<file path="config.mk">
export PLATFORM = sky130hd
export DESIGN_NAME = part_2_trgt_vec_apply_flat
export DESIGN_NICKNAME = d
export VERILOG_FILES = /design/src/rtl/part_2_trgt_vec_apply_if.sv /design/src/rtl/part_2_trgt_vec_apply.sv /design/src/flat_wrapper.sv
export SDC_FILE = /design/constraint.sdc
export NUM_CORES = 1
export LEC_CHECK = 0
export ABC_AREA = 1
export CAP_MARGIN = 10
export CORE_UTILIZATION = 40
export CTS_CLUSTER_SIZE = 28
export DETAILED_ROUTE_END_ITERATION = 16
export PLACE_DENSITY = 0.67
export SETUP_SLACK_MARGIN = 0.4
export SKIP_LAST_GASP = 1
export SLEW_MARGIN = 20
export SYNTH_ARGS = -nofsm -noshare
export SYNTH_HDL_FRONTEND = slang
export SYNTH_SLANG_ARGS = --single-unit
</file>
<file path="constraint.sdc">
create_clock -name clk_i -period 14.2 [get_ports clk_i]
set_clock_uncertainty 0.05 [all_clocks]
set_input_delay 1.42 -clock clk_i [delete_from_list [all_inputs] [get_ports clk_i]]
set_output_delay 1.42 -clock clk_i [all_outputs]
set_load 0.03 [all_outputs]
</file>
<file path="src/rtl/part_2_trgt_vec_apply_if.sv">
// part_2_trgt_vec_apply_if: receive-side vector bundle from the co-sim target interface
//   rcv_valid  per-channel vector strobe, one cycle per vector
//   rcv_data   channel c at [c*DW +: DW], bit DW-1 = wen, bits 7:0 = data
//   rcv_ready  per-channel FIFO not full
interface part_2_trgt_vec_apply_if #(parameter int NCH = 3, parameter int DW = 9);
  logic [NCH-1:0] rcv_valid;
  logic [NCH*DW-1:0] rcv_data;
  logic [NCH-1:0] rcv_ready;
  modport master (output rcv_valid, rcv_data, input rcv_ready);
  modport slave (input rcv_valid, rcv_data, output rcv_ready);
endinterface

</file>
<file path="src/rtl/part_2_trgt_vec_apply.sv">
// part_2_trgt_vec_apply: buffers received vectors and applies one per channel on each mission-clock edge
//   clk_i/rst_ni   utility clock, async active-low reset (sync release)
//   mclk_i         mission clock, only sampled
//   rcv            vector receive bundle (slave)
//   wen_o/data_o   applied vectors, apply_o pulses when they change
//   freeze_clk_o   per-channel starvation request
//   wdog_err_o     sticky watchdog timeout, ovr_err_o sticky overrun/drop
module part_2_trgt_vec_apply #(
  parameter int NCH = 3,
  parameter int DW = 9,
  parameter int DEPTH = 4,
  parameter int WDOG_MAX = 10000
) (
  input  logic clk_i,
  input  logic rst_ni,
  input  logic mclk_i,
  part_2_trgt_vec_apply_if.slave rcv,
  output logic [NCH-1:0] wen_o,
  output logic [NCH*8-1:0] data_o,
  output logic apply_o,
  output logic [NCH-1:0] freeze_clk_o,
  output logic wdog_err_o,
  output logic ovr_err_o
);
  localparam int AW = $clog2(DEPTH);
  localparam int WW = $clog2(WDOG_MAX);
  typedef enum logic [1:0] {IDLE, WAIT_DATA, ERROR} state_e;
  state_e state_q, state_d;
  logic [1:0] rs_q;
  logic rst_sync_n;
  logic [2:0] sync_q, sync_d;
  logic tick, all_ne;
  logic [DW-1:0] mem_q [NCH][DEPTH];
  logic [DW-1:0] mem_d [NCH][DEPTH];
  logic [AW:0] wp_q [NCH];
  logic [AW:0] wp_d [NCH];
  logic [AW:0] rp_q [NCH];
  logic [AW:0] rp_d [NCH];
  logic [NCH-1:0] full, empty, push, pop;
  logic [WW-1:0] wdog_q, wdog_d;
  logic [NCH-1:0] wen_q, wen_d, frz_q, frz_d;
  logic [NCH*8-1:0] data_q, data_d;
  logic apply_q, apply_d, wdog_err_q, wdog_err_d, ovr_q, ovr_d;
  always_ff @(posedge clk_i or negedge rst_ni)
    if (!rst_ni) rs_q <= '0;
    else rs_q <= {rs_q[0], 1'b1};
  assign rst_sync_n = rs_q[1];
  always_comb begin
    for (int c = 0; c < NCH; c++) begin
      empty[c] = wp_q[c] == rp_q[c];
      full[c] = (wp_q[c] ^ rp_q[c]) == (AW+1)'(DEPTH);
    end
  end
  assign push = rcv.rcv_valid & ~full;
  assign rcv.rcv_ready = ~full;
  assign all_ne = ~|empty;
  assign tick = sync_q[1] & ~sync_q[2];
  always_comb begin
    state_d = state_q;
    sync_d = {sync_q[1:0], mclk_i};
    mem_d = mem_q;
    wp_d = wp_q;
    rp_d = rp_q;
    wdog_d = wdog_q;
    wen_d = wen_q;
    data_d = data_q;
    frz_d = frz_q;
    wdog_err_d = wdog_err_q;
    ovr_d = ovr_q | |(rcv.rcv_valid & full);
    pop = '0;
    case (state_q)
      IDLE: if (tick) begin
        if (!all_ne) begin
          state_d = WAIT_DATA;
          wdog_d = '0;
        end else if (apply_q) ovr_d = 1'b1;  // edge landed on the cycle right after an apply: missed
        else pop = '1;
      end
      WAIT_DATA: begin
        ovr_d = ovr_d | tick;
        if (all_ne) begin
          pop = '1;
          frz_d = '0;
          state_d = IDLE;
        end else if (wdog_q == WW'(WDOG_MAX - 1)) begin
          wdog_err_d = 1'b1;
          frz_d = '1;
          state_d = ERROR;
        end else begin
          frz_d = empty;
          wdog_d = wdog_q + 1'b1;
        end
      end
      default: frz_d = '1;
    endcase
    for (int c = 0; c < NCH; c++) begin
      if (push[c]) begin
        mem_d[c][wp_q[c][AW-1:0]] = rcv.rcv_data[c*DW +: DW];
        wp_d[c] = wp_q[c] + 1'b1;
      end
      if (pop[c]) begin
        rp_d[c] = rp_q[c] + 1'b1;
        wen_d[c] = mem_q[c][rp_q[c][AW-1:0]][DW-1];
        data_d[c*8 +: 8] = mem_q[c][rp_q[c][AW-1:0]][7:0];
      end
    end
    apply_d = |pop;
  end
  always_ff @(posedge clk_i or negedge rst_sync_n)
    if (!rst_sync_n) begin
      state_q <= IDLE;
      sync_q <= '0;
      mem_q <= '{default: '0};
      wp_q <= '{default: '0};
      rp_q <= '{default: '0};
      wdog_q <= '0;
      wen_q <= '0;
      data_q <= '0;
      frz_q <= '0;
      apply_q <= 1'b0;
      wdog_err_q <= 1'b0;
      ovr_q <= 1'b0;
    end else begin
      state_q <= state_d;
      sync_q <= sync_d;
      mem_q <= mem_d;
      wp_q <= wp_d;
      rp_q <= rp_d;
      wdog_q <= wdog_d;
      wen_q <= wen_d;
      data_q <= data_d;
      frz_q <= frz_d;
      apply_q <= apply_d;
      wdog_err_q <= wdog_err_d;
      ovr_q <= ovr_d;
    end
  assign wen_o = wen_q;
  assign data_o = data_q;
  assign apply_o = apply_q;
  assign freeze_clk_o = frz_q;
  assign wdog_err_o = wdog_err_q;
  assign ovr_err_o = ovr_q;
endmodule
</file>
<file path="src/flat_wrapper.sv">
// flat-port wrapper written by rule: the top's interface ports become plain ports
module part_2_trgt_vec_apply_flat 
#(
  parameter int NCH = 3,
  parameter int DW = 9,
  parameter int DEPTH = 4,
  parameter int WDOG_MAX = 10000
)
  (clk_i, rst_ni, mclk_i, wen_o, data_o, apply_o, freeze_clk_o, wdog_err_o, ovr_err_o, rcv_rcv_valid, rcv_rcv_data, rcv_rcv_ready);
  part_2_trgt_vec_apply_if #(.NCH(NCH), .DW(DW)) rcv_i ();
  input  logic clk_i;
  input  logic rst_ni;
  input  logic mclk_i;
  output logic [NCH-1:0] wen_o;
  output logic [NCH*8-1:0] data_o;
  output logic apply_o;
  output logic [NCH-1:0] freeze_clk_o;
  output logic wdog_err_o;
  output logic ovr_err_o;
  input wire logic [$bits(rcv_i.rcv_valid)-1:0] rcv_rcv_valid;
  input wire logic [$bits(rcv_i.rcv_data)-1:0] rcv_rcv_data;
  output wire logic [$bits(rcv_i.rcv_ready)-1:0] rcv_rcv_ready;
  assign rcv_i.rcv_valid = rcv_rcv_valid;
  assign rcv_i.rcv_data = rcv_rcv_data;
  assign rcv_rcv_ready = rcv_i.rcv_ready;
  part_2_trgt_vec_apply #(.NCH(NCH), .DW(DW), .DEPTH(DEPTH), .WDOG_MAX(WDOG_MAX)) u_core (.clk_i(clk_i), .rst_ni(rst_ni), .mclk_i(mclk_i), .rcv(rcv_i), .wen_o(wen_o), .data_o(data_o), .apply_o(apply_o), .freeze_clk_o(freeze_clk_o), .wdog_err_o(wdog_err_o), .ovr_err_o(ovr_err_o));
endmodule
</file>
==> key figures <==
Yosys
  • Post-synth top cells: nand2_1, dfrtp_1, o21ai_0, nor2_1, inv_1
  • Post-synth EDFFs: 0
  • Mux cell area share after synthesis: 0
  • Synth Area in XOR/XNOR: 0.0193
  • Mean Syn Cell Area: around 9 sq um
  • Synth Area in Adders: 0.0234
  • Synth Area in Compound Gates: 0.128
  • Syn Inst Count: 965
  • Synth Flop Type: dfrtp_1
  • Post-synth top area share: 0.527
  • Syn nets: roughly 1.0k
  • Post-synth ARST share: 1.00
  • Synth area leader: dfrtp_1
  • Cell variety after synth: 39
  • Main combinational cell family by area after synthesis: simple AND/OR/NAND/NOR gates
  • Post-synthesis cell area: 0.00855 sq mm
  • Warnings, synthesis: 0
  • Count leader, synth: nand2_1
  • Register area share after synthesis: 0.527
  • Simple-gate share of the synthesized area: 0.235
  • Largest cells by area after synthesis: dfrtp_1, nand2_1, o21ai_0
  • Number of synthesized register bits: 180

CTS
  • H-tree Lvls: 4
  • Clock Root Buffer: clkbuf_16
  • Skew-Pair Late Insertion Delay: 430 ps
  • CTS buffer count: 17
  • CTS sink cnt: 180
  • Post_cts resized: 0
  • CTS Hold Buffers Added: 0
  • Clock transition at path regs: 70 ps
  • Setup bufs post-CTS: 0
  • CTS max path bufs: 2
  • CTS tree: yes

Drt
  • Drt total wl: 18,100 um
  • Initial DRC count: 441
  • Detailed-route DRC error count: 0
  • Final antenna-violating net count: 0
  • Vias after detailed routing: 6,355
  • Per-cell routed wire length: 13.9 um
  • Pre-antenna DRT Iters: 5
  • Vias/cell: approximately 4.9

Final layout
  • # diodes: 0
  • Fin nets: 1,064
  • Layout Utilization: 0.470
  • Synthesis-to-finish area growth: 15.5%
  • Layout cells sized above 1: 0.0924

Timing
  • Period minus WS final: 4200 ps
  • Final count of pins violating max slew: 0
  • Pin slew with the least headroom to its limit: between 900 and 1000 ps
  • Final period util: 0.296
  • Final hold vios: 0
  • RSZ-0062 raised after global routing: no
  • Slew margin rel.: 0.384
  • Final Setup Violations: 0
  • Worst hold margin: 184 ps
  • Max Freq: 238 MHz
  • Final worst slack: roughly 10000 ps
  • Setup TNS Final: 0 ps

Global route
  • Vias in the first global route: 6,132
  • First-pass GRT wire length: roughly 31,000 um
  • Initial antenna violation count: 0
  • Largest net degree at the start of global routing: 81
  • GRT Resource Usage Total: 0.179
  • Remaining global-route overflow: 0

Floorplanning
  • Cell row count: 53
  • Die area: 0.0220 sq mm
  • Height of the die: around 150 um
  • Core area: 0.0210 sq mm
  • Starting Density: 0.407
  • Die W: 148 um
  • Boundary pin count: 69

Worst setup path
  • Worst Reg-to-Reg Cells: 10
  • CP arrival: about 2700 ps
  • WP data required: 12,730 ps
  • Crit Path Class: reg -> out
  • Endpoint type of the worst setup path: primary output
  • CP Launch Type: flip-flop
  • Worst-path maximum fanout: 21

Placement
  • HPWL after DPL: 12,000 um
  • IO buf count: 68
  • DP Worst Slack: 10,450 ps
  • Placer Congestion: around 0.79

Job
  • Max Cap Viol: 0

Power
  • LEAKAGE: 4.71 nW
  • Pwr dens: 163 mW/mm^2
  • Worst vdd ir: 95.1 uV

Outcome
  • Outcome: complete, no violations

Worst hold path
  • Hold Path Class: reg -> async
layer usage:
metal | GRT usage | vias up | wire, um
li1 | - | 3220 | -
met3 | 0.0433 | 9 | 708
met1 | 0.255 | 3005 | 9040
met5 | 0 | - | 0
met2 | 0.277 | 121 | 8270
met4 | 0.0402 | 0 | 115
registers in the layout, indices dropped and copies added (netlist names):
register             cells
u_core.sync_q            3
u_core.state_q           2
u_core.rs_q              2
u_core.apply_o           1
u_core.wen_o             3
u_core.rp_q              9
u_core.freeze_clk_o      3
u_core.data_o           24
u_core.wp_q              9
u_core.mem_q           108
u_core.wdog_err_o        1
u_core.ovr_err_o         1
u_core.wdog_q           14
cell usage in the layout (no fill, tap or decap), types with 6 or more instances in the layout:
cell type / Yosys / routed
clkbuf_16: 0 / 17
ha_1: 16 / 16
o21ai_1: 45 / 45
o21ai_0: 127 / 127
clkdlybuf4s50_1: 0 / 68
nand3_1: 20 / 20
nand3_2: 11 / 11
inv_2: 6 / 6
nand2_1: 275 / 275
o22ai_1: 28 / 28
nand2_4: 14 / 14
nand2_2: 9 / 9
inv_1: 62 / 62
nor2_1: 85 / 85
xor2_1: 15 / 15
dfrtp_1: 180 / 179
path summary, 6_finish.rpt:
| kind | start | end | slack [ps] |
|---|---|---|---|
| hold reg to reg | u_core.rs_q[1] | u_core.data_o[21] | 180 |
| hold / removal | u_core.rs_q[1] | u_core.data_o[21] | 180 |
| min in group clk_i | u_core.sync_q[0] | u_core.sync_q[1] | 310 |
| setup reg to reg | u_core.rp_q[0] | u_core.rp_q[5] | 11260 |
| max in group asynchronous | u_core.rs_q[1] | u_core.rp_q[7] | 12690 |
| setup / recovery | u_core.rp_q[0] | rcv_rcv_ready[2] | 10000 |
power breakdown:
part | switching, W | internal [W] | total [W] | leakage (nW)
clock network | 0.000216 | 0.000237 | 0.000453 | 0.281
logic | 0.000243 | 0.000156 | 0.000400 | 2.16
registers | 0.0000903 | 0.000668 | 0.000759 | 2.27
total | 0.000550 | 0.00106 | 0.00161 | 4.71
logic make-up after synthesis:
family / Yosys count
buf+inv: 111
compound gates: 206
fa+ha+maj: 16
other cells: 1
xor+xnor: 18
flops: 180
simple gates: 433
worst max-delay path: stages, from the launching register on:
cell and delay (ps):
dfrtp_1 730, inv_1 450, nand2_1 230, nand2_4 80
nand4_4 120, clkdlybuf4s50_1 680
final cells by class:
cell class / count / area, sq um
Clock buffer: 18 / 439
Multi-Input combinational cell: 674 / 3470
Tap cell: 275 / 344
Inverter: 71 / 277
Timing Repair Buffer: 71 / 707
Fill cell: 1986 / 11100
Clock inverter: 14 / 136
Sequential cell: 180 / 4510
stage by stage:
stage / total power [W] / cell area (sq um) / cells
floorplan: 0.00108 / 8550 / 965
global placement: 0.00116 / 9310 / 1271
detailed placement: 0.00117 / 9310 / 1271
CTS: 0.00163 / 9880 / 1303
global route: 0.00173 / 9880 / 1303
finish: 0.00161 / 9880 / 1303
(Power assumes the default switching activity.)
